--- config.mk ---
export PLATFORM = sky130hd
export DESIGN_NAME = freq_divider
export DESIGN_NICKNAME = d
export VERILOG_FILES = /design/src/rtl/freq_divider_pkg.sv /design/src/rtl/freq_div_counter.sv /design/src/rtl/freq_divider.sv
export SDC_FILE = /design/constraint.sdc
export NUM_CORES = 1
export LEC_CHECK = 0
export CAP_MARGIN = 10
export CORE_MARGIN = 4
export CORE_UTILIZATION = 55
export CTS_CLUSTER_DIAMETER = 100
export DETAILED_ROUTE_END_ITERATION = 7
export GPL_ROUTABILITY_DRIVEN = 0
export PLACE_DENSITY_LB_ADDON = 0.1
export SETUP_SLACK_MARGIN = 0.4
export SYNTH_ARGS = -nofsm -noshare
export SYNTH_HDL_FRONTEND = slang
export SYNTH_SLANG_ARGS = --single-unit
--- constraint.sdc ---
create_clock -name Clk -period 10.67 [get_ports Clk]
set_input_delay 1.6005 -clock Clk [delete_from_list [all_inputs] [get_ports Clk]]
set_output_delay 1.6005 -clock Clk [all_outputs]
set_load 0.01 [all_outputs]
--- src/rtl/freq_divider_pkg.sv ---
// Shared widths and divisor limits for the programmable clock divider.
package freq_divider_pkg;
  localparam int unsigned FREQ_DIV_WIDTH = 32;
  localparam int unsigned FREQ_DIV_MIN   = 2;
  localparam int unsigned FREQ_DIV_RESET = 2;
endpackage

--- src/rtl/freq_div_counter.sv ---
// Modulo counter with clear/enable; wraps to 0 once cnt_q reaches or passes last.
// One cycle per count, no backpressure; clear has priority over enable.
module freq_div_counter
  import freq_divider_pkg::*;
#(
  parameter int WIDTH = FREQ_DIV_WIDTH
) (
  input  logic             clk,
  input  logic             reset,
  input  logic             clr,
  input  logic             en,
  input  logic [WIDTH-1:0] last,
  output logic [WIDTH-1:0] cnt_next,
  output logic             wrap
);

  logic [WIDTH-1:0] cnt_q;
  logic [WIDTH-1:0] cnt_d;

  always_comb begin
    // >= rather than == so an out-of-range count can never run away.
    wrap     = (cnt_q >= last);
    cnt_next = wrap ? '0 : cnt_q + WIDTH'(1);
    cnt_d    = cnt_q;
    if (clr) begin
      cnt_d = '0;
    end else if (en) begin
      cnt_d = cnt_next;
    end
  end

  always_ff @(posedge clk) begin
    if (reset) begin
      cnt_q <= '0;
    end else begin
      cnt_q <= cnt_d;
    end
  end

endmodule

--- src/rtl/freq_divider.sv ---
// Integer clock divider: registered ClkOutput, low floor(N/2) then high N-floor(N/2) cycles.
// Optional one-cycle wrap pulse Tick when FREQ_DIV_TICK_EN is defined; no backpressure.
module freq_divider
  import freq_divider_pkg::*;
#(
  parameter int WIDTH = FREQ_DIV_WIDTH
) (
  input  logic             Clk,
  input  logic             Reset,
  input  logic [WIDTH-1:0] Din,
  input  logic             ConfigDiv,
  input  logic             Enable,
`ifdef FREQ_DIV_TICK_EN
  output logic             Tick,
`endif
  output logic             ClkOutput
);

  logic [WIDTH-1:0] div_q, div_d;
  logic             out_q, out_d;
  logic [WIDTH-1:0] n_eff;
  logic [WIDTH-1:0] n_last;
  logic [WIDTH-1:0] low_len;
  logic [WIDTH-1:0] cnt_next;
  logic             wrap;
  logic             clr;
  logic             run;

  always_comb begin
    // Divisors 0 and 1 are clamped so the counter always has a real period.
    n_eff   = (div_q >= WIDTH'(FREQ_DIV_MIN)) ? div_q : WIDTH'(FREQ_DIV_MIN);
    n_last  = n_eff - WIDTH'(1);
    low_len = n_eff >> 1;
    clr     = ConfigDiv | ~Enable;
    run     = ~ConfigDiv & Enable;
    div_d   = ConfigDiv ? Din : div_q;
    out_d   = run & (cnt_next >= low_len);
  end

  freq_div_counter #(.WIDTH(WIDTH)) u_counter (
    .clk      (Clk),
    .reset    (Reset),
    .clr      (clr),
    .en       (Enable),
    .last     (n_last),
    .cnt_next (cnt_next),
    .wrap     (wrap)
  );

  always_ff @(posedge Clk) begin
    if (Reset) begin
      div_q <= WIDTH'(FREQ_DIV_RESET);
      out_q <= 1'b0;
    end else begin
      div_q <= div_d;
      out_q <= out_d;
    end
  end

  assign ClkOutput = out_q;

`ifdef FREQ_DIV_TICK_EN
  logic tick_q, tick_d;

  always_comb begin
    tick_d = run & wrap;
  end

  always_ff @(posedge Clk) begin
    if (Reset) begin
      tick_q <= 1'b0;
    end else begin
      tick_q <= tick_d;
    end
  end

  assign Tick = tick_q;
`else
  logic unused_wrap;
  assign unused_wrap = wrap;
`endif

endmodule

==> results of run 1 <==
==> through the flow <==
step,cell area [µm²],hold WS (ns)
floorplan,4700,0.453
global placement,5130,0.500
detailed placement,5130,0.525
CTS,5360,0.544
global route,5360,0.581
finish,5360,0.539
==> per-layer routing <==
| metal | GRT usage | wire length (µm) | up-vias |
|---|---|---|---|
| met5 | 0 | 0 | - |
| met4 | 0.116 | 359 | 0 |
| met3 | 0.0327 | 509 | 30 |
| met2 | 0.413 | 5470 | 109 |
| met1 | 0.310 | 5590 | 1989 |
| li1 | - | - | 2104 |
==> state kept, by name, summed over array words and instances (netlist names) <==
register / flops
ClkOutput: 1
u_counter.cnt_q: 32
div_q: 32
==> worst register-to-register path: stages (launching register included) <==
cell	delay, ns
dfxtp_1	0.38
or4_1	0.60
or4_1	0.54
or4_4	0.55
o21ai_1	0.20
ha_1	0.28
nand2_1	0.15
or3_1	0.45
nor3_1	0.22
xnor2_1	0.10
ha_1	0.31
nand4_1	0.11
nor3_1	0.44
o2111ai_1	0.22
nand2_1	0.12
a21o_1	0.80
nor2_1	0.19
ha_1	0.37
a21o_1	0.19
nand3_1	0.07
a21oi_1	0.06
a2111oi_0	0.38
nand3_1	0.18
a311o_1	0.34
==> cell usage in the layout, fill, tap and decap left out, types with 4 or more instances in the layout <==
cell,instances
a211oi_1,8
a21oi_1,17
clkbuf_8,11
clkdlybuf4s50_1,35
dfxtp_1,65
ha_1,65
inv_1,39
mux2i_1,31
nand2_1,27
nand3_1,26
nand4_1,19
nor2_1,123
nor3_1,14
nor4_1,15
o21ai_0,15
or4_1,4
xnor2_1,44
xor2_1,15
==> report_power, final <==
part           switching (mW)  total (mW)  internal (mW)
Clock                   0.104       0.248          0.145
Sequential             0.0112       0.261          0.250
Combinational          0.0505      0.0963         0.0458
Total                   0.165       0.606          0.440
==> kinds of logic (layout without fill, tap and decap cells) <==
logic type / count (synthesis) / in the layout / synth area share
fa+ha+maj: 65 / 65 / 0.173
compound gates: 57 / 57 / 0.0761
flops: 65 / 65 / 0.277
buf+inv: 55 / 92 / 0.0439
simple gates: 252 / 252 / 0.254
xor+xnor: 59 / 59 / 0.110
mux: 31 / 31 / 0.0660
==> how the worst max path moves through the flow <==
stage / start / to / slack [ns] / depth (start not counted)
after global placement: div_q[23] / ClkOutput / 3.65 / 23
after floorplan: div_q[6] / ClkOutput / 4.67 / 24
final: div_q[24] / ClkOutput / 3.31 / 23
after global routing: div_q[24] / ClkOutput / 2.74 / 23
after CTS: div_q[23] / ClkOutput / 3.34 / 23
after detailed placement: div_q[23] / ClkOutput / 3.47 / 23
==> area by class of cell <==
| class | count | area (µm²) |
|---|---|---|
| Tap cell | 105 | 131 |
| Fill cell | 723 | 2890 |
| Inverter | 39 | 146 |
| Clock inverter | 4 | 75.1 |
| Sequential cell | 65 | 1300 |
| Timing Repair Buffer | 37 | 363 |
| Clock buffer | 12 | 155 |
| Multi-Input combinational cell | 464 | 3190 |
==> impl_results.md, run 1 <==
- Outcome: finished clean
- Fin crit share: 0.690
- Crit path cell chain: or4_1, or4_1, or4_4, o21ai_1, ha_1, nand2_1, or3_1, nor3_1, xnor2_1, ha_1, nand4_1, nor3_1, o2111ai_1, nand2_1, a21o_1, nor2_1, ha_1, a21o_1, nand3_1, a21oi_1, a2111oi_0, nand3_1, a311o_1
- Pleak: 2.18 nW
- Vias/cell: roughly 5.8
- Top cell family by delay on the critical path: simple AND/OR/NAND/NOR gates
- Initial Util: 0.569
- YS warnings: 0
- Post-synth ARST share: 0
- Antenna-violating nets left: 0
- Hold path cells: 1
- H-tree depth: 3
- Layout net count: 717
- Synth area leader: dfxtp_1
- Final wirelength: approximately 12 mm
- Reg2reg path depth: 23
- Number of synthesized flops with an enable pin: 0
- Die height: 100 µm
- CP Capture Type: flip-flop
- Post_cts resized: 0
- Achievable Freq: approximately 140 MHz
- Sequential share of the synthesized area: 0.277
- CTS Sinks: 65
- Mean post-synth cell area: 8.05 µm²
- Antenna violations before repair: 0
- Post-Syn Nets: between 600 and 700
- Least-Margin Pin Slew: approximately 1.3 ns
- Fin Clk Skew: 0.0104 ns
- R2R Setup Slk: roughly 3.3 ns
- DP HPWL: 9.09 mm
- CTS clock-pin slew for the worst setup and hold paths: 0.08 ns
- Final Hold Fails: 0
- Number of max-cap violations: 0
- Synth Flop Type: dfxtp_1
- Layout cells sized above 1: 0.0386
- Top-area cell type share of the netlist area: 0.277
- Number of global-route vias before repair: 4270
- Post-placement setup slack: 3.47 ns
- Num ports: 37
- CP Launch Type: flip-flop
- Total gr overflow: 0
- Die width: 100 µm
- Top-count cell post-synth: nor2_1
- Reg2reg start: div_q[24]
- Relative slew slack: 0.154
- P per Cell Area: between 100 and 150 nW/µm²
- Placed insts: 710
- Worst R2R End: ClkOutput
- Critical path buffer and inverter count: 0
- Tot Pwr: 0.606 mW
- Max FO, Critical Path: 31
- Drt drc: 0
- Via count: between 4000 and 5000
- Diodes inserted: 0
- IR drop worst, VDD: slightly above 0.07 mV
- Row count: 33
- Hold Path End: u_counter.cnt_q[0]
- Cells after Synth: 584
- Drt wl/cell: 16.4 µm
- Setup violations, final: 0
- CP Class: flip-flop to flip-flop
- Die ar.: between 10000 and 15000 µm²
- Total negative setup slack: 0 ns
- First-pass GRT wire length: approximately 20 mm
- Syn-to-layout area delta: 14.1%
- CP arrival: 7.59 ns
- Synth unique cells: between 40 and 50
- Iteration count of the initial detailed-routing pass: 5
- Setup ws final: around 3.3 ns
- CTS Hold Bufs: 0
- Clock root cell: clkbuf_8
- Final Critical Period: between 7 and 8 ns
- Clock insertion delay at the later pin of the skew report: ~0.35 ns
- Ranking of synthesized cells by area: dfxtp_1 28%, ha_1 17%, nor2_1 9.8%
- Final slew viol count: 0
- Largest net degree at the start of global routing: 35
- RSZ-0062 raised after global routing: no
- Clock Tree Buf Depth: 2
- Util after Layout: 0.650
- Core box area: ~8300 µm²
- Synthesis-stage register bit count: between 60 and 70
- # port buffers: 36
- CTS tree: done
- Final Non-Filler Cells: about 730
- CP dominant cell by count: ha_1
- Worst EP required: 10.90 ns
- Setup bufs post-CTS: 0
- CTS Buf Count: 9
- GRT Total Usage: 0.245
- Crit path max-delay cell type: a21o_1
- HP Start: u_counter.cnt_q[0]
- Hold Crit Class: flip-flop to flip-flop
- Post-Syn Area: roughly 4700 µm²
- Post-synth top cells: 123 x nor2_1, 65 x dfxtp_1, 65 x ha_1
- Iteration-0 DRC Markers: 163
- Worst path max stage delay: approximately 0.80 ns
(Power assumes the default switching activity.)
==> inputs of run 2 (changes only) <==
--- a/config.mk
+++ b/config.mk
@@ -7,7 +7,7 @@
 export LEC_CHECK = 0
 export CAP_MARGIN = 10
 export CORE_MARGIN = 4
-export CORE_UTILIZATION = 55
+export CORE_UTILIZATION = 54
 export CTS_CLUSTER_DIAMETER = 100
 export DETAILED_ROUTE_END_ITERATION = 7
 export GPL_ROUTABILITY_DRIVEN = 0
==> constraint.sdc (replaced) <==
create_clock -name Clk -period 6.55 [get_ports Clk]
set_input_delay 0.9825 -clock Clk [delete_from_list [all_inputs] [get_ports Clk]]
set_output_delay 0.9825 -clock Clk [all_outputs]
set_load 0.01 [all_outputs]
==> impl_results.md, run 2 (synthesized netlist as in run 1, its figures left out) <==
- HP Start: u_counter.cnt_q[0]
- Total gr overflow: 0
- Comb power frac: 0.191
- Worst path max stage delay: approximately 0.57 ns
- Post-placement setup slack: -0.135 ns
- CTS Sinks: 65
- Sw Share: 0.288
- Setup violations, final: 0
- Iteration-0 DRC Markers: 255
- Row count: 33
- Total negative setup slack: 0 ns
- Least-Margin Pin Slew: a little over 1 ns
- CTS Buf Count: 9
- Antenna violations before repair: 0
- # port buffers: 36
- Syn-to-layout area delta: 24.4%
- Hold path cells: 1
- Outcome: finished clean
- Number of max-cap violations: 0
- CTS clock-pin slew for the worst setup and hold paths: 0.08 ns
- Commonest non-fill, non-tap cells in the layout: 117 x nor2_1, 62 x dfxtp_1, 61 x ha_1
- Number of global-route vias before repair: approximately 4200
- Num ports: 37
- R2R Setup Slk: 0.52 ns
- Reg2reg start: div_q[13]
- Final wirelength: 12.6 mm
- Placed insts: slightly above 700
- IR drop worst, VDD: ~0.10 mV
- Sequential fraction of design power: 0.423
- Drt wl/cell: between 15 and 20 µm
- Fill count: 672
- Initial Util: 0.563
- CP Class: flip-flop to flip-flop
- Hold Crit Class: flip-flop to flip-flop
- Util after Layout: 0.701
- CTS Hold Bufs: 0
- Achievable Freq: 166 MHz
- CP arrival: about 6.3 ns
- Drt drc: 0
- CP dominant cell by count: or4_4
- Clock insertion delay at the later pin of the skew report: between 0.3 and 0.4 ns
- Final Critical Period: between 6 and 7 ns
- CP Capture Type: flip-flop
- Fin Clk Skew: around 0.0095 ns
- Hold Path End: u_counter.cnt_q[0]
- GRT Total Usage: 0.244
- Final slew viol count: 0
- Worst R2R End: ClkOutput
- CTS tree: done
- Most common cell after layout, fill and taps aside: nor2_1
- Largest net degree at the start of global routing: 35
- Clock root cell: clkbuf_8
- Die width: 101 µm
- Min Hold Slack: ~0.53 ns
- Clock Tree Buf Depth: 2
- Reg2reg path depth: 24
- Die ar.: between 10000 and 15000 µm²
- Vias/cell: around 5.8
- Pleak: 2.37 nW
- P_sw: about 0.29 mW
- Relative slew slack: 0.330
- Setup ws final: a little over 0.5 ns
- Pint: 0.715 mW
- Worst EP required: 6.79 ns
- Final Hold Fails: 0
- P per Cell Area: ~170 nW/µm²
- First-pass GRT wire length: 19.9 mm
- Die height: 101 µm
- Crit path max-delay cell type: or4_4
- H-tree depth: 3
- Fin crit share: 0.921
- Via count: 4366
- Crit path cell chain: or4_4, or4_4, or4_4, o21ai_4, ha_4, nand2_4, or3_4, nor4_4, xnor2_1, ha_1, nand2_2, o21ai_2, a221oi_2, nand2_1, a21o_4, buf_6, nor2_2, ha_1, o21ai_2, buf_6, nor2_1, nor4_2, a31oi_1, a311o_1
- Max FO, Critical Path: 5
- CP Launch Type: flip-flop
- Layout cells sized above 1: 0.148
- Final Non-Filler Cells: around 760
- Part of the power in the clock network: 0.385
- DP HPWL: between 9 and 10 mm
- Layout net count: between 700 and 800
- Core box area: 8340 µm²
- Iteration count of the initial detailed-routing pass: 5
- RSZ-0062 raised after global routing: no
- Antenna-violating nets left: 0
- Diodes inserted: 0
[run 2: power groups by stage]
stage / logic [mW] / registers (mW) / clock network, mW
2_1_floorplan: 0.107 / 0.429 / 0
3_3_place_gp: 0.160 / 0.431 / 0
3_5_place_dp: 0.165 / 0.432 / 0
4_1_cts: 0.172 / 0.423 / 0.394
5_1_grt: 0.210 / 0.427 / 0.410
6_report: 0.192 / 0.425 / 0.387
[run 2: per-layer routing]
layer,GRT usage,wire length [µm]
met2,0.414,6070
met1,0.315,5730
met5,0,0
met3,0.0420,522
met4,0.0767,242
[run 2: metrics by stage]
step	total power [mW]	instance area, µm²
after detailed placement	0.597	5240
after CTS	0.989	5570
after global routing	1.05	5850
after global placement	0.592	5240
final	1.00	5850
after floorplan	0.536	4700
[run 2: critical path: cells and delay by family, from the launching register on]
family / cells / cell delay [ns]
buffers and inverters: 2 / 0.26
AND/OR/NAND/NOR: 11 / 3.10
adder cells (fa/ha/maj): 3 / 0.75
flip-flops: 1 / 0.32
AO/OA/AOI/OAI: 7 / 1.37
XOR/XNOR: 1 / 0.12
[run 2: worst max-delay path by stage]
| stage | startpoint | endpoint | slack [ns] | depth (start not counted) |
|---|---|---|---|---|
| after floorplan | div_q[6] | ClkOutput | 0.55 | 24 |
| after global placement | div_q[6] | ClkOutput | 0.03 | 23 |
| after detailed placement | div_q[6] | ClkOutput | -0.13 | 22 |
| after CTS | div_q[6] | ClkOutput | 0.43 | 23 |
| after global routing | div_q[13] | ClkOutput | 0.35 | 27 |
| final | div_q[13] | ClkOutput | 0.52 | 24 |
[run 2: layout make-up]
cell class	instances	area [µm²]	share of cell area
Sequential cell	65	1310	0.223
Clock buffer	9	124	0.0212
Timing Repair Buffer	66	596	0.102
Clock inverter	7	95.1	0.0163
Tap cell	105	131	0.0225
Multi-Input combinational cell	464	3450	0.590
Inverter	39	146	0.0250
[run 2: timing repair]
item                       CTS  global route
resized for setup           14            47
hold endpoints to repair     0             0
pin swaps                    7            31
setup endpoints to repair    1             1
buffers inserted             6             9
==> inputs of run 3 (changes only) <==
--- a/config.mk
+++ b/config.mk
@@ -5,7 +5,7 @@
 export SDC_FILE = /design/constraint.sdc
 export NUM_CORES = 1
 export LEC_CHECK = 0
-export CAP_MARGIN = 10
+export CAP_MARGIN = 30
 export CORE_MARGIN = 4
 export CORE_UTILIZATION = 54
 export CTS_CLUSTER_DIAMETER = 100
==> impl_results.md, run 3 (synthesized netlist as in run 1, its figures left out) <==
- Achievable Freq: about 170 MHz
- CP arrival: around 6.3 ns
- CTS Sinks: 65
- Min Hold Slack: roughly 0.53 ns
- Final slew viol count: 0
- Reg2reg path depth: 24
- Total gr overflow: 0
- Antenna-violating nets left: 0
- Hold Crit Class: flip-flop to flip-flop
- Die ar.: roughly 10000 µm²
- Layout cells sized above 1: 0.149
- Grt peak-use layer: met2
- Final Critical Period: approximately 6 ns
- Number of global-route vias before repair: approximately 4200
- CP Launch Type: flip-flop
- Row count: 33
- Max FO, Critical Path: 5
- Initial Util: 0.563
- Clock Tree Buf Depth: 2
- Setup violations, final: 0
- CP Class: flip-flop to flip-flop
- Placed insts: 724
- Via count: ~4400
- CTS Buf Count: 9
- CTS tree: done
- P per Cell Area: between 150 and 200 nW/µm²
- Fin Clk Skew: 0.00925 ns
- DP HPWL: roughly 9 mm
- Relative slew slack: 0.480
- CTS clock-pin slew for the worst setup and hold paths: roughly 0.080 ns
- Least-Margin Pin Slew: between 0.7 and 0.8 ns
- Clock root cell: clkbuf_8
- IR drop worst, VDD: between 0.1 and 0.15 mV
- Final wirelength: between 10 and 15 mm
- Final Non-Filler Cells: between 700 and 800
- Diodes inserted: 0
- CTS Hold Bufs: 0
- # port buffers: 36
- Iteration count of the initial detailed-routing pass: 5
- Die height: roughly 100 µm
- Largest net degree at the start of global routing: 35
- Drt wl/cell: 16.7 µm
- Core box area: between 8000 and 9000 µm²
- Antenna violations before repair: 0
- Final Hold Fails: 0
- Num ports: 37
- CP Capture Type: flip-flop
- Drt drc: 0
- Pleak: 2.38 nW
- Commonest non-fill, non-tap cells in the layout: 117 x nor2_1, 62 x dfxtp_1, 61 x ha_1
- Total negative setup slack: 0 ns
- Met2 Resource Use GR: 0.414
- GR Layer Usage met3: 0.0420
- RSZ-0062 raised after global routing: no
- H-tree depth: 3
- Layout net count: about 750
- GRT met1 Usage: 0.315
- GRT Total Usage: 0.244
- Hold path cells: 1
- Outcome: finished clean
- Syn-to-layout area delta: 25.0%
- Fin crit share: 0.921
- Number of max-cap violations: 0
- Tot Pwr: a little over 1 mW
- First-pass GRT wire length: approximately 20 mm
- Clock insertion delay at the later pin of the skew report: around 0.36 ns
- Iteration-0 DRC Markers: 226
- Worst EP required: roughly 6.8 ns
- Die width: about 100 µm
- Vias/cell: between 5 and 6
- Most common cell after layout, fill and taps aside: nor2_1
==> run 3: repair_timing <==
action | CTS | global route
gates resized for setup | 14 | 47
gates cloned | 0 | 0
pin swaps | 7 | 31
buffers inserted | 6 | 9
endpoints found under the setup margin | 1 | 1
==> run 3: critical path, stage by stage (launching register included) <==
cell      delay (ns)
dfxtp_2         0.33
or4_4           0.57
or4_4           0.52
or4_4           0.54
o21ai_4         0.21
ha_4            0.20
nand2_4         0.07
or3_4           0.45
nor4_4          0.30
xnor2_1         0.12
ha_1            0.31
nand2_2         0.11
o21ai_2         0.06
a221oi_2        0.31
nand2_1         0.10
a21o_4          0.22
buf_6           0.14
nor2_2          0.10
ha_1            0.24
o21ai_2         0.16
buf_6           0.12
nor2_1          0.05
nor4_2          0.29
a31oi_1         0.12
a311o_1         0.29
==> run 3: per-stage QoR <==
step,cell area (µm²),setup slack (ns),utilization
after floorplan,4700,0.547,-
after global placement,5240,0.0346,0.628
after detailed placement,5240,-0.135,0.628
after CTS,5570,0.427,0.667
after global routing,5870,0.345,0.704
final,5870,0.515,0.704
==> run 3: routing by layer <==
layer,up-vias,share of wire
met2,114,0.49
met1,2075,0.45
met5,-,0
li1,2166,-
met3,24,0.042
met4,0,0.018
==> run 3: path summary, 6_finish.rpt <==
check / to / slack [ns] / from
max: ClkOutput / 0.51 / div_q[13]
min: u_counter.cnt_q[0] / 0.53 / u_counter.cnt_q[0]
max reg2reg: ClkOutput / 0.51 / div_q[13]
min reg2reg: u_counter.cnt_q[0] / 0.53 / u_counter.cnt_q[0]
==> run 3: layout make-up <==
type,instances,area [µm²]
tap,105,131
inverter,39,146
clock inverter,7,95.1
fill,668,2470
clock buffer,9,124
multi-input combinational,464,3450
sequential,65,1310
timing repair buffer,67,623
==> run 3: where the power goes <==
part           total (mW)  internal [mW]  switching [mW]
Sequential          0.425          0.408          0.0171
Clock               0.387          0.214           0.173
Combinational       0.194         0.0947          0.0994
